<file path="config.mk">
export PLATFORM = sky130hd
export DESIGN_NAME = shift_engine
export DESIGN_NICKNAME = d
export VERILOG_FILES = /design/src/rtl/shift_engine.sv
export SDC_FILE = /design/constraint.sdc
export NUM_CORES = 1
export LEC_CHECK = 0
export CAP_MARGIN = 15
export CORE_MARGIN = 5
export CORE_UTILIZATION = 40
export CTS_CLUSTER_SIZE = 14
export DETAILED_ROUTE_END_ITERATION = 12
export PLACE_DENSITY = 0.65
export SETUP_SLACK_MARGIN = 0.02
export SLEW_MARGIN = 30
export SYNTH_ARGS = -nofsm -noshare
export SYNTH_HDL_FRONTEND = slang
export SYNTH_SLANG_ARGS = --single-unit
</file>
<file path="constraint.sdc">
create_clock -name clk -period 2.5 [get_ports clk]
set_input_delay 0.75 -clock clk [delete_from_list [all_inputs] [get_ports clk]]
set_output_delay 0.75 -clock clk [all_outputs]
set_load 0.05 [all_outputs]
</file>
<file path="src/rtl/shift_engine.sv">
// Iterative 1-bit-per-cycle shifter: LSL, LSR, ASR, ROL with valid/ready handshake.
// Optional ovf output enabled by defining SHIFT_ENGINE_OVF_EN.
module shift_engine #(
  parameter int ancho   = 8,
  parameter int ANCHO_B = 4
) (
  input  logic               clk,
  input  logic               rst,
  input  logic               in_valid,
  output logic               in_ready,
  input  logic [ancho-1:0]   a,
  input  logic [ANCHO_B-1:0] b,
  input  logic [1:0]         op,
  input  logic               aluflagin,
  output logic               out_valid,
  input  logic               out_ready,
  output logic [ancho-1:0]   aluresult,
  output logic               carry,
  output logic               zero
`ifdef SHIFT_ENGINE_OVF_EN
  ,
  output logic               ovf
`endif
);

  typedef enum logic [1:0] {
    IDLE  = 2'd0,
    SHIFT = 2'd1,
    DONE  = 2'd2
  } state_t;

  localparam logic [1:0] OP_LSL = 2'b00;
  localparam logic [1:0] OP_LSR = 2'b01;
  localparam logic [1:0] OP_ASR = 2'b10;
  localparam logic [1:0] OP_ROL = 2'b11;

  localparam logic [ANCHO_B-1:0] W    = ANCHO_B'(ancho);
  localparam logic [ANCHO_B-1:0] MASK = W - ANCHO_B'(1);

  state_t state_q, state_d;

  logic [ancho-1:0]   res_q, res_d;
  logic               carry_q, carry_d;
  logic               zero_q, zero_d;
  logic [ANCHO_B-1:0] cnt_q, cnt_d;
  logic [1:0]         op_q, op_d;
  logic               flag_q, flag_d;
`ifdef SHIFT_ENGINE_OVF_EN
  logic               ovf_q, ovf_d;
`endif

  logic [ANCHO_B-1:0] n_c;
  logic [ancho-1:0]   step_r;
  logic               step_c;
  logic               accept;

  assign accept = (state_q == IDLE) && in_valid;

  // Effective count: shifts saturate at ancho, rotates wrap modulo ancho.
  always_comb begin
    if (op == OP_ROL) begin
      n_c = b & MASK;
    end else begin
      n_c = (b > W) ? W : b;
    end
  end

  // One 1-bit step of the captured operation on the running result.
  always_comb begin
    unique case (op_q)
      OP_LSL: begin
        step_r = {res_q[ancho-2:0], flag_q};
        step_c = res_q[ancho-1];
      end
      OP_LSR: begin
        step_r = {flag_q, res_q[ancho-1:1]};
        step_c = res_q[0];
      end
      OP_ASR: begin
        step_r = {res_q[ancho-1], res_q[ancho-1:1]};
        step_c = res_q[0];
      end
      default: begin
        step_r = {res_q[ancho-2:0], res_q[ancho-1]};
        step_c = res_q[ancho-1];
      end
    endcase
  end

  // State register.
  always_ff @(posedge clk or posedge rst) begin
    if (rst) begin
      state_q <= IDLE;
    end else begin
      state_q <= state_d;
    end
  end

  // Next-state logic.
  always_comb begin
    state_d = state_q;
    unique case (state_q)
      IDLE: begin
        if (in_valid) begin
          state_d = (n_c == '0) ? DONE : SHIFT;
        end
      end
      SHIFT: begin
        if (cnt_q == ANCHO_B'(1)) begin
          state_d = DONE;
        end
      end
      DONE: begin
        if (out_ready) begin
          state_d = IDLE;
        end
      end
      default: state_d = IDLE;
    endcase
  end

  // Handshake outputs decoded from state.
  always_comb begin
    in_ready  = (state_q == IDLE);
    out_valid = (state_q == DONE);
  end

  // Datapath next state: load at accept, step while shifting, hold otherwise.
  always_comb begin
    res_d   = res_q;
    carry_d = carry_q;
    zero_d  = zero_q;
    cnt_d   = cnt_q;
    op_d    = op_q;
    flag_d  = flag_q;
`ifdef SHIFT_ENGINE_OVF_EN
    ovf_d   = ovf_q;
`endif
    if (accept) begin
      res_d   = a;
      carry_d = 1'b0;
      zero_d  = (a == '0);
      cnt_d   = n_c;
      op_d    = op;
      flag_d  = aluflagin;
`ifdef SHIFT_ENGINE_OVF_EN
      ovf_d   = 1'b0;
`endif
    end else if (state_q == SHIFT) begin
      res_d   = step_r;
      carry_d = step_c;
      zero_d  = (step_r == '0);
      cnt_d   = cnt_q - ANCHO_B'(1);
`ifdef SHIFT_ENGINE_OVF_EN
      if (op_q == OP_LSL) begin
        ovf_d = ovf_q | (res_q[ancho-1] ^ res_q[ancho-2]);
      end
`endif
    end
  end

  // Datapath registers; zero is registered with the result so it never lags.
  always_ff @(posedge clk or posedge rst) begin
    if (rst) begin
      res_q   <= '0;
      carry_q <= 1'b0;
      zero_q  <= 1'b1;
      cnt_q   <= '0;
      op_q    <= OP_LSL;
      flag_q  <= 1'b0;
`ifdef SHIFT_ENGINE_OVF_EN
      ovf_q   <= 1'b0;
`endif
    end else begin
      res_q   <= res_d;
      carry_q <= carry_d;
      zero_q  <= zero_d;
      cnt_q   <= cnt_d;
      op_q    <= op_d;
      flag_q  <= flag_d;
`ifdef SHIFT_ENGINE_OVF_EN
      ovf_q   <= ovf_d;
`endif
    end
  end

  assign aluresult = res_q;
  assign carry     = carry_q;
  assign zero      = zero_q;
`ifdef SHIFT_ENGINE_OVF_EN
  assign ovf       = ovf_q;
`endif

endmodule

</file>
==> summary.txt, run 1 <==
Clock network
  • CTS max path bufs: 2
  • Clk Latency, worst-skew pair: 0.31 ns
  • TritonCTS clock tree: done
  • Post_cts resized: 0
  • Clock transition at the registers of the reported paths: 0.12 ns
  • Root Driver: clkbuf_4
  • TritonCTS Sinks: 19
  • CTS H-tree lvls: 1
  • Num CTS Buffers: 3
  • Postcts setup bufs: 0
  • Hold buffers post-CTS: 0

Synthesis
  • #FFs+latches synth: 19
  • Syn avg cell area: 9.37 µm²
  • Post-synth ARST share: 1.00
  • Synthesized Nets: 150
  • Commonest cells post-synth: o21ai_0, dfrtp_1, nand2_1, a22oi_1, inv_1
  • Sequential area share after synthesis: 0.407
  • Synth area leader: dfrtp_1
  • Top_reg_cell synth: dfrtp_1
  • Number of library cell types mapped by synthesis: 37
  • Synth Warn #: 0
  • Post-synth top area share: 0.385
  • Cell with the most instances after synthesis: o21ai_0
  • Synth Instances: 125
  • Post-synth EDFFs: 0
  • Top post-synthesis cells by area: dfrtp_1, o21ai_0, ha_1
  • Synthesized cell area: 1170 µm²

Cells and area
  • Area occupied by multi-input gates: 636 µm²
  • Share of cells above drive strength 1: 0.139
  • Ant diodes: 0
  • Fillers: 259
  • Fin cells: 189
  • P&R area growth vs syn: 31.2%
  • Register area: 477 µm²
  • Nets: 184
  • Non-Filler Cell Area, Final: 1540 µm²

Drt
  • Drt wl/cell: 16.9 µm
  • 1st-iter DRT viols: 72
  • Post-DRT Antenna Nets: 0
  • Vias: 1097
  • Vias per Instance: 5.80
  • DR pass1 iterations: 4
  • Routed WL: 3190 µm
  • Residual DRC: 0

Place
  • I/O Buffers: 30
  • DP HPWL: 2470 µm
  • Placed cell areas: 1510 µm²
  • Placed Cells: 185
  • Placer congestion estimate: 0.828

Critical path
  • Critical Path End Type: output port
  • CP cell instances: clkdlybuf4s50_1
  • Startpoint class of the critical path: flop
  • CP max-delay cell: clkdlybuf4s50_1
  • Buf/Inv on CP: 1
  • Crit path kind: flop to output port
  • CP arrival: 1.65 ns
  • Crit-path max FO: 5
  • Data required time of the worst path: 1.75 ns
  • CP top delay family: buffers and inverters
  • CP max stage delay: 0.85 ns

STA
  • Tmin final: 2.40 ns
  • Fin. Hold Viols: 0
  • Final setup vio count: 0
  • Final Max Tran Viols: 0
  • Setup TNS: 0 ns
  • Hold slack: 0.563 ns
  • RSZ-0062 raised after global routing: no
  • Fmax: 416 MHz
  • Slew Limit Headroom: 0.661
  • Part of the cycle the worst path needs: 0.961
  • Layout Skew: 0.00889 ns
  • Worst-margin pin slew: 0.507 ns

Power
  • P_leak: 0.640 nW
  • Power per cell area: 1370 nW/µm²
  • VDD IR max: 0.784 mV

Floorplan
  • DIE HEIGHT: 64.1 µm
  • Placement Rows: 19
  • Core area: 2780 µm²
  • Ports: 31
  • Die X: 64.1 µm
  • Die ar.: 4110 µm²
  • Initial core utilization: 0.421

Global routing
  • First-pass GRT wire length: 5240 µm
  • Number of global-route vias before repair: 1108
  • Initial antenna violation count: 0
  • GRT overflow: 0
  • All-layer global routing usage: 0.162
  • Largest net degree at the start of global routing: 20

Status
  • Outcome: finished, final reports clean

Job
  • Max cap viols: 0

Min path
  • Worst hold-check path type: flop to flop
-- kinds of logic after synthesis --
| logic type | synth area share |
|---|---|
| flops | 0.407 |
| fa+ha+maj | 0.0641 |
| buf+inv | 0.0502 |
| compound gates | 0.281 |
| xor+xnor | 0.0150 |
| mux | 0.0182 |
| simple gates | 0.165 |
-- metrics by stage --
step / power [W] / worst slack [ns] / utilization
finish: 0.00210 / 0.0980 / 0.552
global route: 0.00227 / 0.0392 / 0.552
CTS: 0.00210 / 0.0820 / 0.552
detailed placement: 0.00194 / 0.205 / 0.543
global placement: 0.00192 / 0.324 / 0.543
floorplan: 0.00157 / 0.391 / -
-- tightest hold or removal path: stages (launching register included) --
cell and delay (ns):
dfrtp_1 0.41, nand2_1 0.06, o21ai_0 0.07
-- registers in the layout (all words and copies together) (netlist names) --
signal,flops
flag_q,1
op_q,2
carry,1
aluresult,8
cnt_q,4
zero,1
state_q,2
-- cells in the final DEF (no fill, tap or decap), types with 2 or more instances in the layout --
master           instances
o21ai_0                 19
a22oi_1                  7
dfrtp_1                 18
buf_4                    7
nand2_1                 15
a22o_2                   6
a21oi_1                  3
a32oi_1                  2
clkbuf_4                 3
inv_1                    7
nand2b_1                 2
nor4_1                   3
a221o_1                  2
nor2_1                   3
ha_1                     6
nor2b_1                  6
clkdlybuf4s50_1         28
-- metal layers --
| layer | share of wire | wire [µm] | up-vias | GRT usage |
|---|---|---|---|---|
| met5 | 0 | 0 | - | 0 |
| met4 | 0.0088 | 28 | 0 | 0.0636 |
| met3 | 0.061 | 195 | 4 | 0.0315 |
| met2 | 0.53 | 1690 | 42 | 0.284 |
| met1 | 0.40 | 1270 | 527 | 0.195 |
| li1 | - | - | 524 | - |
-- path summary, 6_finish.rpt --
kind / start / end / slack (ns) / depth (start not counted)
worst min register to register: aluresult[1] / aluresult[1] / 0.56 / 2
worst max register to register: op_q[0] / zero / 0.66 / 6
max in group asynchronous: rst / zero / 1.49 / 3
min in group asynchronous: rst / carry / 0.74 / 3
worst min-delay path: aluresult[1] / aluresult[1] / 0.56 / 2
worst max-delay path: aluresult[0] / aluresult[0] / 0.1 / 1
-- area by class of cell --
class,count,share of cell area
tap,31,0.0252
timing repair buffer,35,0.217
multi-input combinational,93,0.414
clock buffer,4,0.0171
inverter,7,0.0171
sequential,19,0.310
-- report_power, final --
part	leakage, nW	internal (W)	switching (W)
logic	0.388	0.000533	0.000754
clock network	0.0150	0.0000624	0.000104
registers	0.237	0.000452	0.000196
total	0.640	0.00105	0.00105
Power figures use the tool's default switching activity.
==> inputs of run 2 (changes only) <==
--- a/config.mk
+++ b/config.mk
@@ -10,6 +10,7 @@
 export CORE_UTILIZATION = 40
 export CTS_CLUSTER_SIZE = 14
 export DETAILED_ROUTE_END_ITERATION = 12
+export HOLD_SLACK_MARGIN = 0.03
 export PLACE_DENSITY = 0.65
 export SETUP_SLACK_MARGIN = 0.02
 export SLEW_MARGIN = 30
==> results of run 2 <==
Final layout, timing and power as in run 1 (identical DEF).
==> inputs of run 3 (changes only) <==
--- a/config.mk
+++ b/config.mk
@@ -6,12 +6,12 @@
 export NUM_CORES = 1
 export LEC_CHECK = 0
 export CAP_MARGIN = 15
-export CORE_MARGIN = 5
+export CORE_MARGIN = 1.5
 export CORE_UTILIZATION = 40
 export CTS_CLUSTER_SIZE = 14
 export DETAILED_ROUTE_END_ITERATION = 12
 export HOLD_SLACK_MARGIN = 0.03
-export PLACE_DENSITY = 0.65
+export PLACE_DENSITY = 0.68
 export SETUP_SLACK_MARGIN = 0.02
 export SLEW_MARGIN = 30
 export SYNTH_ARGS = -nofsm -noshare
==> run 3 against run 2 <==
Global-route usage rose by 2.3 points. Die area fell by 21%. Final area fell by 0.49%. Critical path type unchanged. Largest cell class unchanged. Highest routed layer unchanged.
==> summary.txt, run 3 (synthesis results as in run 1) <==
Place
  • Placed Cells: 184
  • I/O Buffers: 30
  • Placer congestion estimate: 0.888
  • Placed cell areas: 1500 µm²
  • DP HPWL: 2180 µm

STA
  • Fmax: 420 MHz
  • Final setup vio count: 0
  • Slew Limit Headroom: 0.642
  • Setup TNS: 0 ns
  • Tmin final: 2.38 ns
  • Part of the cycle the worst path needs: 0.952
  • Fin. Hold Viols: 0
  • Layout Skew: 0.00982 ns
  • Hold slack: 0.546 ns
  • Final Max Tran Viols: 0
  • Worst-margin pin slew: 0.536 ns
  • RSZ-0062 raised after global routing: no

Clock network
  • Root Driver: clkbuf_4
  • Hold buffers post-CTS: 0
  • Clk Latency, worst-skew pair: 0.30 ns
  • CTS H-tree lvls: 1
  • Postcts setup bufs: 0
  • Post_cts resized: 0
  • TritonCTS clock tree: done
  • Clock transition at the registers of the reported paths: 0.10 ns
  • CTS max path bufs: 2
  • Num CTS Buffers: 3
  • TritonCTS Sinks: 19

Global routing
  • All-layer global routing usage: 0.186
  • GRT overflow: 0
  • Initial antenna violation count: 0
  • Number of global-route vias before repair: 1033
  • First-pass GRT wire length: 4790 µm
  • Largest net degree at the start of global routing: 20

Critical path
  • Data required time of the worst path: 1.75 ns
  • CP top delay family: buffers and inverters
  • CP max stage delay: 0.80 ns
  • CP max-delay cell: clkdlybuf4s50_1
  • Crit path kind: flop to output port
  • CP arrival: 1.63 ns
  • Startpoint class of the critical path: flop
  • CP cell instances: clkdlybuf4s50_1
  • Crit-path max FO: 2
  • Buf/Inv on CP: 1
  • Critical Path End Type: output port

Power
  • P_leak: 0.635 nW
  • Seq pwr share: 0.311
  • Combinational power share: 0.613
  • Sw Share: 0.496
  • VDD IR max: 0.766 mV
  • Clock power frac: 0.076
  • Power per cell area: 1350 nW/µm²
  • P_int: 0.00104 W
  • Switching Power: 0.00102 W
  • Final Power: 0.00207 W

Cells and area
  • Ant diodes: 0
  • Largest register FFs: 8
  • Most common cell after layout, fill and taps aside: clkdlybuf4s50_1
  • Share of cells above drive strength 1: 0.134
  • Most frequent cells in the layout: clkdlybuf4s50_1, o21ai_0, dfrtp_1
  • P&R area growth vs syn: 30.6%
  • Fin cells: 188
  • Non-Filler Cell Area, Final: 1530 µm²
  • Nets: 183

Floorplan
  • Initial core utilization: 0.425
  • Die ar.: 3260 µm²
  • Die X: 57.1 µm
  • Ports: 31
  • Core area: 2760 µm²
  • Placement Rows: 19
  • DIE HEIGHT: 57.1 µm

Min path
  • Worst hold-check path type: flop to flop

Drt
  • DR pass1 iterations: 4
  • 1st-iter DRT viols: 27
  • Vias: 1065
  • Residual DRC: 0
  • Post-DRT Antenna Nets: 0
  • Drt wl/cell: 15.1 µm
  • Vias per Instance: 5.66
  • Routed WL: 2830 µm

Job
  • Max cap viols: 0

Status
  • Outcome: finished, final reports clean
[run 3: cell count changes in the layout (fill, tap and decap cells not counted), sizes merged]
cell / delta
buf: -1
[run 3: stage by stage]
stage,setup WS [ns],utilization
after floorplan,0.391,-
after global placement,0.269,0.545
after detailed placement,0.166,0.545
after CTS,0.0982,0.554
after global routing,0.0671,0.554
final,0.120,0.554
[run 3: area by class of cell]
type / count / area (µm²)
multi-input combinational: 93 / 636
clock buffer: 4 / 26.3
inverter: 7 / 26.3
tap: 31 / 38.8
timing repair buffer: 34 / 325
sequential: 19 / 477
fill: 258 / 1230
[run 3: per-layer routing]
layer	wire length, µm	up-vias	track usage	part of all wire
met1	1220	517	0.235	0.43
met4	15	0	0.0598	0.0053
li1	-	522	-	-
met5	0	-	0	0
met2	1470	24	0.327	0.52
met3	122	2	0.0249	0.043
[run 3: worst paths after layout]
kind,start,end,slack [ns],cells past startpoint
worst max-delay path,zero,zero,0.12,1
worst min-delay path,carry,carry,0.55,2
worst min register to register,carry,carry,0.55,2
worst max register to register,op_q[0],zero,0.68,6
min in group asynchronous,rst,cnt_q[2],0.77,3
max in group asynchronous,rst,zero,1.46,3
[run 3: power by group through the flow]
stage	Sequential, W	Combinational (W)	Clock (W)
5_1_grt	0.000667	0.00139	0.000175
2_1_floorplan	0.000782	0.000786	0
3_5_place_dp	0.000651	0.00127	0
6_report	0.000643	0.00127	0.000156
3_3_place_gp	0.000644	0.00126	0
4_1_cts	0.000643	0.00128	0.000164
